==> src/rtl/mem_arbiter.sv <==
// Two-port Avalon-MM arbiter: serializes port D (read/write) and port I (read-only)
// onto one master, round-robin on contention, one outstanding transaction at a time.
module mem_arbiter #(
    parameter int ADDR_W     = 26,
    parameter int DATA_W     = 128,
    parameter int RD_TIMEOUT = 255
) (
    input  logic              iCLK,
    input  logic              iRST_n,
    input  logic              d_req,
    input  logic              d_we,
    input  logic [ADDR_W-1:0] d_addr,
    input  logic [DATA_W-1:0] d_wdata,
    output logic [DATA_W-1:0] d_rdata,
    output logic              d_ack,
    input  logic              i_req,
    input  logic [ADDR_W-1:0] i_addr,
    output logic [DATA_W-1:0] i_rdata,
    output logic              i_ack,
    input  logic              avl_wait,
    input  logic              avl_readdatavalid,
    input  logic [DATA_W-1:0] avl_readdata,
    output logic              avl_read,
    output logic              avl_write,
    output logic [ADDR_W-1:0] avl_address,
    output logic [DATA_W-1:0] avl_writedata,
    output logic              busy,
    output logic              grant_id,
    output logic              timeout_flag
);

    typedef enum logic [1:0] {IDLE, ISSUE, WAIT_RD, DONE} state_t;

    localparam logic [7:0] TO_LIMIT = 8'(RD_TIMEOUT);

    state_t     state, state_nxt;
    logic       last_grant;
    logic [7:0] rd_cnt;
    logic       grant_sel;
    logic       start;
    logic       cmd_accept;
    logic       rd_ok;
    logic       rd_to;
    logic       done_en;

    assign busy = (state != IDLE);

    always_comb begin
        state_nxt  = state;
        start      = 1'b0;
        cmd_accept = 1'b0;
        rd_ok      = 1'b0;
        rd_to      = 1'b0;
        done_en    = 1'b0;
        // A tie goes to whichever port was not served last
        grant_sel  = ~last_grant;
        if (d_req && !i_req)
            grant_sel = 1'b0;
        else if (!d_req && i_req)
            grant_sel = 1'b1;

        case (state)
            IDLE: begin
                if (d_req || i_req) begin
                    start     = 1'b1;
                    state_nxt = ISSUE;
                end
            end
            ISSUE: begin
                if (!avl_wait) begin
                    cmd_accept = 1'b1;
                    if (avl_write) begin
                        done_en   = 1'b1;
                        state_nxt = DONE;
                    end else begin
                        state_nxt = WAIT_RD;
                    end
                end
            end
            WAIT_RD: begin
                if (avl_readdatavalid) begin
                    rd_ok     = 1'b1;
                    done_en   = 1'b1;
                    state_nxt = DONE;
                end else if (rd_cnt == TO_LIMIT) begin
                    rd_to     = 1'b1;
                    done_en   = 1'b1;
                    state_nxt = DONE;
                end
            end
            DONE:    state_nxt = IDLE;
            default: state_nxt = IDLE;
        endcase
    end

    always_ff @(posedge iCLK or negedge iRST_n) begin
        if (!iRST_n) begin
            state        <= IDLE;
            last_grant   <= 1'b1;
            grant_id     <= 1'b0;
            avl_read     <= 1'b0;
            avl_write    <= 1'b0;
            d_ack        <= 1'b0;
            i_ack        <= 1'b0;
            timeout_flag <= 1'b0;
            rd_cnt       <= 8'd0;
        end else begin
            state <= state_nxt;
            d_ack <= done_en & ~grant_id;
            i_ack <= done_en & grant_id;
            if (start) begin
                grant_id  <= grant_sel;
                avl_read  <= grant_sel | ~d_we;
                avl_write <= ~grant_sel & d_we;
            end
            if (cmd_accept) begin
                avl_read  <= 1'b0;
                avl_write <= 1'b0;
                rd_cnt    <= 8'd0;
            end
            if (state == WAIT_RD && !done_en)
                rd_cnt <= rd_cnt + 8'd1;
            if (rd_to)
                timeout_flag <= 1'b1;
            if (state == DONE)
                last_grant <= grant_id;
        end
    end

    // Command and read-return registers; rdata of the idle port is never touched
    always_ff @(posedge iCLK or negedge iRST_n) begin
        if (!iRST_n) begin
            avl_address   <= '0;
            avl_writedata <= '0;
            d_rdata       <= '0;
            i_rdata       <= '0;
        end else begin
            if (start) begin
                avl_address <= grant_sel ? i_addr : d_addr;
                if (!grant_sel)
                    avl_writedata <= d_wdata;
            end
            if (rd_ok || rd_to) begin
                if (grant_id)
                    i_rdata <= rd_to ? '0 : avl_readdata;
                else
                    d_rdata <= rd_to ? '0 : avl_readdata;
            end
        end
    end

endmodule

==> config.mk <==
export PLATFORM = sky130hd
export DESIGN_NAME = mem_arbiter
export DESIGN_NICKNAME = d
export VERILOG_FILES = /design/src/rtl/mem_arbiter.sv
export SDC_FILE = /design/constraint.sdc
export NUM_CORES = 1
export LEC_CHECK = 0
export BUFFER_PORTS_ARGS = -buffer_cell sky130_fd_sc_hd__buf_4
export CAP_MARGIN = 5
export CORE_AREA = 2 2 281 283
export DETAILED_ROUTE_END_ITERATION = 10
export DIE_AREA = 0 0 283 285
export GPL_TIMING_DRIVEN = 0
export PLACE_DENSITY_LB_ADDON = 0.25
export RECOVER_POWER = 50
export SLEW_MARGIN = 20
export SYNTH_ARGS = -nofsm -noshare
export SYNTH_HDL_FRONTEND = slang
export SYNTH_SLANG_ARGS = --single-unit
==> constraint.sdc <==
create_clock -name iCLK -period 2.29 [get_ports iCLK]
set_input_delay 0 -clock iCLK [delete_from_list [all_inputs] [get_ports iCLK]]
set_output_delay 0 -clock iCLK [all_outputs]
set_load 0.05 [all_outputs]
==> metrics.cfg <==
[sta]
skew_ps=16.8
tns_ps=0
tightest_slew_ps=1400
period_share_pct=93.6
finalSetupViolations=0
min_period_ps=2140
rsz0062_at_grt=yes
max-slew-margin-rel_pct=6.47
worst_slack_ps=146
max_freq_mhz=466
final_max_slew_viol_count=0
holdWs_ps=78.8
finalHoldViolCount=0

[layout]
register_area_um2=10700
syn2layout_area_growth_pct=59.5
finalNetCount=3023
postLayoutCoreUtil_pct=36.5
final_cells=3797
drive_gt1_share_pct=23.7
final_area_um2=28500
n_fill_cell=7936
multi_input_area_um2=5460

[clock_tree]
cts_made_buffers=51
clk_latency_ps=590
clkSlewWorstSetupHoldPaths_ps=60
cts_root_buffer=clkbuf_16
cts_sinks=427
tritoncts=done
clk_path_buf_depth=3
cts.htree.levels=2

[critical_path]
crit_path_start_kind=flop
cpPeakStageDelay_ps=400
crit_required_ps=2760
r2r-start=state[0]
crit_chain=inv_1 -> ha_1 -> nand2_1 -> a21oi_1 -> buf_4 -> clkbuf_4 -> mux2_2
path_max_fanout=10
crit_buf_inv=3
critPathKind=reg2reg
critPathTopFamily=buffers and inverters
crit_start=state[0]
cp_data_arrival_time_ps=2620
end_kind=flop
crit_slowest_cell=dfrtp_1

[status]
outcome=finished, final reports clean

[drt]
finalWirelength_um=75100
ant_nets=0
vias=17000
wire_per_inst_um=19.8
via_per_inst=4.47
drc_errors=0
first_iter_violations=1125
drt_pass1_iterations=9

[yosys]
synth_nets=1920
yosysWarningCount=0
syn_area_um2=17800
ys_seq_area_share_pct=59.9
synth-simple-area-share_pct=12.2
synthMuxAreaShare_pct=8.20
synth_top_family_by_area=simple AND/OR/NAND/NOR gates
synth-compound-area-share_pct=9.74
synth_edf_count=0
synth_area_leader_cell=dfrtp_1
synthCells=1599
avgSynthCellArea_um2=11.2
netlist_top_cells_area=dfrtp_1, mux2_2, nand4b_1, inv_1, nand4_1
ys_types=44
synth_fa_ha_area_share_pct=0.421
synth-main-ff-cell=dfrtp_1
synth_xor_xnor_area_share_pct=0.0491
synth_top_area_share_pct=59.8
synth-seq-cells=427
async_flop_share_pct=100

[global_routing]
antenna_found_initial=5
grt_max_degree=95
grt_pass1_vias=18100
grt_pass1_wl_um=113000
grt_usage_pct=18.1
overflow=0

[placement]
place_congestion=0.882
dp.cells=3383
dp_hpwl_um=56200
place_ws_ps=-437
numPortBuffers=730
dpl_cell_area_um2=24800

[power]
p_comb_share_pct=53.6
p_int_mw=22.8
seqPwrFrac_pct=27.8
power.switching_mw=26.0
ir_drop_mv=1.09
powerDensity_nw_per_um2=1710
p_leak_nw=12.7
finalPower_mw=48.8
p_sw_share_pct=53.3
p_clk_share_pct=18.6

[worst_hold_path]
hold_start=i_req
hp-class=in2reg

[die]
die-area_um2=80700
initial_utilization_pct=22.9
die_width_um=283
coreArea_um2=78000
fp.dieH_um=285
rows=103
io_pins=732

[flow_run]
drv_cap=0

area by class of cell:
type / count / share of cell area (%)
tap: 1050 / 4.62
timing repair buffer: 1050 / 25.8
buffer: 138 / 2.47
sequential: 427 / 37.6
inverter: 287 / 3.79
clock inverter: 28 / 1.56
antenna: 4 / 0.0352
multi-input combinational: 747 / 19.2
clock buffer: 66 / 5.04
cell usage in the layout, fill, tap and decap left out, drive strengths merged, types with 3 or more instances in the layout:
cell and count:
clkbuf 545, dfrtp 426, buf 395, dlygate4sd3 314, inv 289, o21ai 263, nand4 132, mux2 129
nand4b 128, a222oi 26, nand2 14, clkinv 14, bufinv 11, ha 6, nor2 5, diode 4
nand2b 4, a22oi 3, o22ai 3, and3 3, a21oi 3
state kept, by name, indices dropped and copies added, names as in the netlist, 2 cells and up:
signal and flops:
avl_writedata 128, state 2, rd_cnt 8, avl_address 26
d_rdata 128, i_rdata 128
power by group through the flow:
stage          Combinational, mW  Clock (mW)  Sequential [mW]
2_1_floorplan               5.95           0             26.1
3_3_place_gp                28.4           0             13.6
3_5_place_dp                28.6           0             13.7
4_1_cts                     29.1        9.30             13.6
5_1_grt                     27.6        9.67             14.0
6_report                    26.1        9.07             13.6
synthesized netlist by cell type (4+ instances only):
| library cell | instances |
|---|---|
| mux2_2 | 129 |
| buf_2 | 32 |
| buf_4 | 13 |
| nand2_1 | 14 |
| o21ai_0 | 138 |
| inv_1 | 287 |
| clkbuf_1 | 89 |
| a222oi_1 | 26 |
| dfrtp_1 | 426 |
| nor2_1 | 5 |
| nand2b_1 | 4 |
| nand4_1 | 132 |
| o21ai_1 | 125 |
| nand4b_1 | 128 |
| ha_1 | 6 |
worst paths after layout:
check / end / slack [ps] / cells past startpoint
hold reg to reg: timeout_flag / 480 / 1
hold / removal: avl_writedata[1] / 80 / 4
setup / recovery: avl_writedata[21] / 150 / 7
setup reg to reg: avl_writedata[21] / 150 / 7
max in group asynchronous: avl_writedata[113] / 360 / 4
min in group asynchronous: d_rdata[72] / 330 / 2
worst register-to-register path: stages (launching register included):
cell and delay, ps:
dfrtp_1 400, inv_1 140, ha_1 250, nand2_1 70
a21oi_1 240, buf_4 280, clkbuf_4 290, mux2_2 370
routing by layer:
metal,vias to the layer above,global-route usage (%),wire (um)
li1,7781,-,-
met1,8372,22.4,30900
met2,675,31.0,36700
met3,149,4.58,5160
met4,2,5.27,2330
met5,-,0,9
what timing repair did:
item	in CTS	in global routing
buffers inserted	0	2
resized for setup	10	39
hold endpoints to repair	507	0
pin swaps	0	1
endpoints found under the setup margin	241	268
hold buffers	314	0
cell families after synthesis:
group	after synthesis
flip-flops	427
buffers and inverters	425
AO/OA/AOI/OAI	310
AND/OR/NAND/NOR	300
multiplexers	130
adder cells (fa/ha/maj)	6
XOR/XNOR	1
Power figures use the tool's default switching activity.
